[src/rtl/vedic_mac_sequencer_pkg.sv]
// Shared types and width helpers for the vedic MAC tap sequencer.
package vedic_mac_sequencer_pkg;
   typedef enum logic [1:0] {
      IDLE  = 2'd0,
      MUL   = 2'd1,
      DRAIN = 2'd2
   } state_t;

   localparam int TAPS_DEF = 8;
   localparam int DW_DEF   = 8;

   // Wide enough for TAPS full-scale products summed without overflow.
   function automatic int acc_width(input int dw, input int aw);
      return 2 * dw + aw;
   endfunction
endpackage

[src/rtl/vedic_mac_sequencer_if.sv]
// Request/config/result bundle between the sample source, LMS update logic and the tap engine.
interface vedic_mac_sequencer_if
   import vedic_mac_sequencer_pkg::*;
#(
   parameter int DW   = DW_DEF,
   parameter int AW   = $clog2(TAPS_DEF),
   parameter int ACCW = acc_width(DW, AW)
);
   logic            start;
   logic [DW-1:0]   sample_in;
   logic            coef_we;
   logic [AW-1:0]   coef_addr;
   logic [DW-1:0]   coef_wdata;
   logic            busy;
   logic            done;
   logic [ACCW-1:0] y_out;

   modport master (
      output start, sample_in, coef_we, coef_addr, coef_wdata,
      input  busy, done, y_out
   );

   modport slave (
      input  start, sample_in, coef_we, coef_addr, coef_wdata,
      output busy, done, y_out
   );
endinterface

[src/rtl/vedic_mac_sequencer_vedic_8x8.sv]
// Unsigned 8x8 multiplier, combinational, built from four 4x4 vertical/crosswise partial products.
module vedic_8x8 (
   input  logic [7:0]  a,
   input  logic [7:0]  b,
   output logic [15:0] p
);
   logic [7:0] ll, lh, hl, hh;
   logic [8:0] mid;

   assign ll  = a[3:0] * b[3:0];
   assign lh  = a[3:0] * b[7:4];
   assign hl  = a[7:4] * b[3:0];
   assign hh  = a[7:4] * b[7:4];
   assign mid = {1'b0, lh} + {1'b0, hl};
   assign p   = {hh, 8'h00} + {3'b000, mid, 4'h0} + {8'h00, ll};
endmodule

[src/rtl/vedic_mac_sequencer.sv]
// FIR/LMS tap engine: one shared 8x8 multiplier sequenced over TAPS taps per start.
// done pulses TAPS+1 cycles after the accepted start; start and coef writes are ignored while busy.
module vedic_mac_sequencer
   import vedic_mac_sequencer_pkg::*;
#(
   parameter int TAPS = TAPS_DEF,
   parameter int DW   = DW_DEF,
   parameter int AW   = $clog2(TAPS),
   parameter int ACCW = acc_width(DW, AW)
) (
   input  logic                  clk,
   input  logic                  rst,
   vedic_mac_sequencer_if.slave  bus
);
   state_t          state, state_nxt;
   logic [DW-1:0]   x [TAPS];
   logic [DW-1:0]   c [TAPS];
   logic [AW-1:0]   k;
   logic [2*DW-1:0] prod, prod_r;
   logic [ACCW-1:0] acc, y_r;
   logic            busy_r, done_r;
   logic            last_tap;

   assign last_tap  = (k == AW'(TAPS - 1));
   assign bus.busy  = busy_r;
   assign bus.done  = done_r;
   assign bus.y_out = y_r;

   vedic_8x8 u_mul (
      .a (x[k]),
      .b (c[k]),
      .p (prod)
   );

   always_ff @(posedge clk) begin
      if (rst) state <= IDLE;
      else     state <= state_nxt;
   end

   always_comb begin
      state_nxt = state;
      case (state)
         IDLE:    if (bus.start) state_nxt = MUL;
         MUL:     if (last_tap)  state_nxt = DRAIN;
         DRAIN:   state_nxt = IDLE;
         default: state_nxt = IDLE;
      endcase
   end

   always_ff @(posedge clk) begin
      if (rst) begin
         for (int i = 0; i < TAPS; i++) begin
            x[i] <= '0;
            c[i] <= '0;
         end
         k      <= '0;
         acc    <= '0;
         prod_r <= '0;
         y_r    <= '0;
         busy_r <= 1'b0;
         done_r <= 1'b0;
      end else begin
         done_r <= 1'b0;
         // Coefficients only change between computations, including the start edge itself.
         if (state == IDLE && bus.coef_we) c[bus.coef_addr] <= bus.coef_wdata;
         case (state)
            IDLE: begin
               if (bus.start) begin
                  x[0] <= bus.sample_in;
                  for (int i = 1; i < TAPS; i++) x[i] <= x[i-1];
                  acc    <= '0;
                  k      <= '0;
                  busy_r <= 1'b1;
               end
            end
            MUL: begin
               prod_r <= prod;
               k      <= k + 1'b1;
               // prod_r is stale on the first MUL edge, so accumulation starts one tap late.
               if (k != '0) acc <= acc + ACCW'(prod_r);
            end
            DRAIN: begin
               y_r    <= acc + ACCW'(prod_r);
               done_r <= 1'b1;
               busy_r <= 1'b0;
            end
            default: ;
         endcase
      end
   end
endmodule

[src/flat_wrapper.sv]
// flat-port wrapper written by rule: the top's interface ports become plain ports
module vedic_mac_sequencer_flat import vedic_mac_sequencer_pkg::*;
#(
   parameter int TAPS = TAPS_DEF,
   parameter int DW   = DW_DEF,
   parameter int AW   = $clog2(TAPS),
   parameter int ACCW = acc_width(DW, AW)
)
  (clk, rst, bus_start, bus_sample_in, bus_coef_we, bus_coef_addr, bus_coef_wdata, bus_busy, bus_done, bus_y_out);
  vedic_mac_sequencer_if #(.DW(DW), .AW(AW), .ACCW(ACCW)) bus_i ();
  input  logic clk;
  input  logic rst;
  input wire logic [$bits(bus_i.start)-1:0] bus_start;
  input wire logic [$bits(bus_i.sample_in)-1:0] bus_sample_in;
  input wire logic [$bits(bus_i.coef_we)-1:0] bus_coef_we;
  input wire logic [$bits(bus_i.coef_addr)-1:0] bus_coef_addr;
  input wire logic [$bits(bus_i.coef_wdata)-1:0] bus_coef_wdata;
  output wire logic [$bits(bus_i.busy)-1:0] bus_busy;
  output wire logic [$bits(bus_i.done)-1:0] bus_done;
  output wire logic [$bits(bus_i.y_out)-1:0] bus_y_out;
  assign bus_i.start = bus_start;
  assign bus_i.sample_in = bus_sample_in;
  assign bus_i.coef_we = bus_coef_we;
  assign bus_i.coef_addr = bus_coef_addr;
  assign bus_i.coef_wdata = bus_coef_wdata;
  assign bus_busy = bus_i.busy;
  assign bus_done = bus_i.done;
  assign bus_y_out = bus_i.y_out;
  vedic_mac_sequencer #(.TAPS(TAPS), .DW(DW), .AW(AW), .ACCW(ACCW)) u_core (.clk(clk), .rst(rst), .bus(bus_i));
endmodule
[config.mk]
export PLATFORM = sky130hd
export DESIGN_NAME = vedic_mac_sequencer_flat
export DESIGN_NICKNAME = d
export VERILOG_FILES = /design/src/rtl/vedic_mac_sequencer_pkg.sv /design/src/rtl/vedic_mac_sequencer_if.sv /design/src/rtl/vedic_mac_sequencer_vedic_8x8.sv /design/src/rtl/vedic_mac_sequencer.sv /design/src/flat_wrapper.sv
export SDC_FILE = /design/constraint.sdc
export NUM_CORES = 1
export LEC_CHECK = 0
export BUFFER_PORTS_ARGS = -buffer_cell sky130_fd_sc_hd__buf_2
export CORE_UTILIZATION = 60
export CTS_CLUSTER_SIZE = 25
export DETAILED_ROUTE_END_ITERATION = 7
export GPL_ROUTABILITY_DRIVEN = 0
export PLACE_DENSITY = 0.78
export SYNTH_ARGS = -nofsm -noshare
export SYNTH_HDL_FRONTEND = slang
export SYNTH_SLANG_ARGS = --single-unit
[constraint.sdc]
create_clock -name clk -period 8.1 [get_ports clk]
set_input_delay 0.405 -clock clk [delete_from_list [all_inputs] [get_ports clk]]
set_output_delay 0.405 -clock clk [all_outputs]
set_load 0.01 [all_outputs]
==> metrics.cfg <==
[synthesis]
yosysWarnings=0
syn_area_mm2=0.0112
synth.largest_area_cell=edfxtp_1
synth_compound_area_share_pct=9.25
synthMuxAreaShare_pct=7.88
yosys.area_share.simple_pct=17.0
synth_seq_area_share_pct=45.9
yosys_register_bits=192
synth_edf_count=128
postSynthAreaPerCell_um2=11.2
synth_top_area_share_pct=34.4
async_flop_share_pct=0
synth_area_leaders=edfxtp_1 34%, dfxtp_1 11%, ha_1 9.3%, mux4_2 6.5%, fa_1 5.4%
synth_top_family_by_area=simple AND/OR/NAND/NOR gates
yosys.area_share.adder_pct=14.7
syn_nets=1132
ys_types=56
synth-xor-area-share_pct=1.88
synthCells=996
synth_ff_type=edfxtp_1

[floorplan]
initial_core_util_pct=61.8
die_w_um=138
io_pins=44
die-area_mm2=0.0192
coreArea_mm2=0.0181
rows=49
die-height_um=138

[timing]
period_minus_slack_ns=7.48
period_share_pct=92.3
setup_ws_ns=0.621
relSlewSlack_pct=37.5
tns_ns=0
fmax_mhz=134
slew_viol_final=0
setup_viol=0
tightestPinTransition_ns=0.931
rsz0062_at_grt=no
worst_hold_slack_ns=0.270
worst_clock_skew_ns=0.00886
hold_violations=0

[clock_network]
cts_hold_buf=0
clkTransAtPathRegs_ns=0.07
root_buffer=clkbuf_16
numCtsBuffers=17
cts_max_level=4
clock-sinks=192
tritoncts=yes
clk_path_buf_depth=2
clkLatencyLatePin_ns=0.44
post-cts-setup-buffers=0
cts.repair.resized=0

[power_and_ir_drop]
leakage_nw=5.31
power.total_mw=2.45
power.density_mw_per_mm2=198
max-vdd-ir-drop_mv=0.197

[drt]
drtIter0Drc=673
drt.antenna.violating_nets=0
wirelength_um=23500
wl_per_cell_um=18.2
num_vias=7838
via_per_inst=6.06
drc=12
drt_pass1_iterations=7

[critical_path]
critical_path.max_stage_delay_ns=0.55
arrival_ns=7.81
crit_fanout=32
end_kind=register
critPathSlowestCell=fa_1
crit_required_ns=8.43
start_kind=register
critPathKind=register to register
path_common_cell=fa_1

[place]
place_hpwl_um=16500
io_buffers=43
pre_cts_ws_ns=0.652
dp_cells=1260
placed_area_mm2=0.0118

[run_status]
violations=design-rule violations
status=finished with violations

[global_route]
grt_first_pass_wirelength_um=38500
grt_max_degree=59
grt_pass1_vias=7810
grt_remaining_overflow=0
grt_usage_pct=25.6
antenna_found_initial=0

[flow_run]
maxCapViolCount=0

[finish]
layout_commonest_cell=edfxtp_1
syn_to_final_growth_pct=10.8
finalNonFillerCells=1293
layout_common_cells=128 x edfxtp_1, 83 x ha_1, 82 x nor2_1, 67 x and2_1, 63 x dfxtp_1
layout-drive-gt1-share_pct=16.5
post-route-util_pct=68.4
nets=1186
postLayoutCellArea_mm2=0.0124

[min_path]
hold_path_class=input pin to register

report_power, final:
part           switching [mW]  internal (mW)
Sequential             0.0280           1.10
Combinational           0.281          0.208
Clock                   0.399          0.435
Total                   0.707           1.74
critical path, delay by kind of cell, from the launching register on:
kind / cells / cell delay [ns]
adder cells (fa/ha/maj): 8 / 3.49
AO/OA/AOI/OAI: 7 / 1.41
AND/OR/NAND/NOR: 5 / 0.89
buffers and inverters: 5 / 0.78
multiplexers: 2 / 0.36
flip-flops: 1 / 0.31
XOR/XNOR: 1 / 0.14
final cells by class:
class / count / area [um2]
fill: 1289 / 5710
multi-input combinational: 702 / 5670
sequential: 192 / 5130
timing repair buffer: 78 / 490
clock buffer: 18 / 429
tap: 229 / 287
inverter: 59 / 221
clock inverter: 14 / 153
antenna: 1 / 2.50
state kept, by name (all words and copies together) (netlist names), named ones only:
| name | count |
|---|---|
| u_core.bus.busy | 1 |
| u_core.state | 2 |
| u_core.acc | 19 |
| u_core.k | 3 |
| u_core.x | 64 |
| u_core.bus.done | 1 |
| u_core.bus.y_out | 19 |
| u_core.prod_r | 16 |
| u_core.c | 64 |
per-layer routing:
metal  wire, um  vias to the layer above  global-route usage (%)
li1           -                     3714                       -
met1      10200                     3808                    32.8
met2      11700                      272                    44.1
met3       1120                       44                    3.50
met4        513                        0                    10.3
met5          0                        -                       0
cell families after synthesis:
logic type,count (synthesis)
AO/OA/AOI/OAI,156
XOR/XNOR,24
adder cells (fa/ha/maj),113
buffers and inverters,102
flip-flops,192
multiplexers,48
AND/OR/NAND/NOR,361
worst paths after layout:
check	endpoint	from	cells past startpoint	slack (ns)
max	u_core.prod_r[15]$_SDFFE_PP0P_	register	28	0.62
min	u_core.x[0][4]$_SDFFCE_PN0P_	bus_sample_in[4]	2	0.27
max reg2reg	u_core.prod_r[15]$_SDFFE_PP0P_	register	28	0.62
min reg2reg	u_core.bus.y_out[11]$_SDFFE_PP0P_	u_core.bus.y_out[11]$_SDFFE_PP0P_	2	0.45
synthesized netlist by cell type (10+ instances only):
cell type	count
inv_1	59
nand2_1	59
mux4_2	32
nor3_1	10
o21ai_0	26
or2_2	22
nand3_1	15
mux2i_1	16
and2_1	67
xnor2_1	19
ha_1	83
and3_1	54
nor2b_1	20
fa_1	30
a21oi_1	48
dfxtp_1	64
nor2_1	82
clkbuf_1	38
edfxtp_1	128
Power figures use the tool's default switching activity.
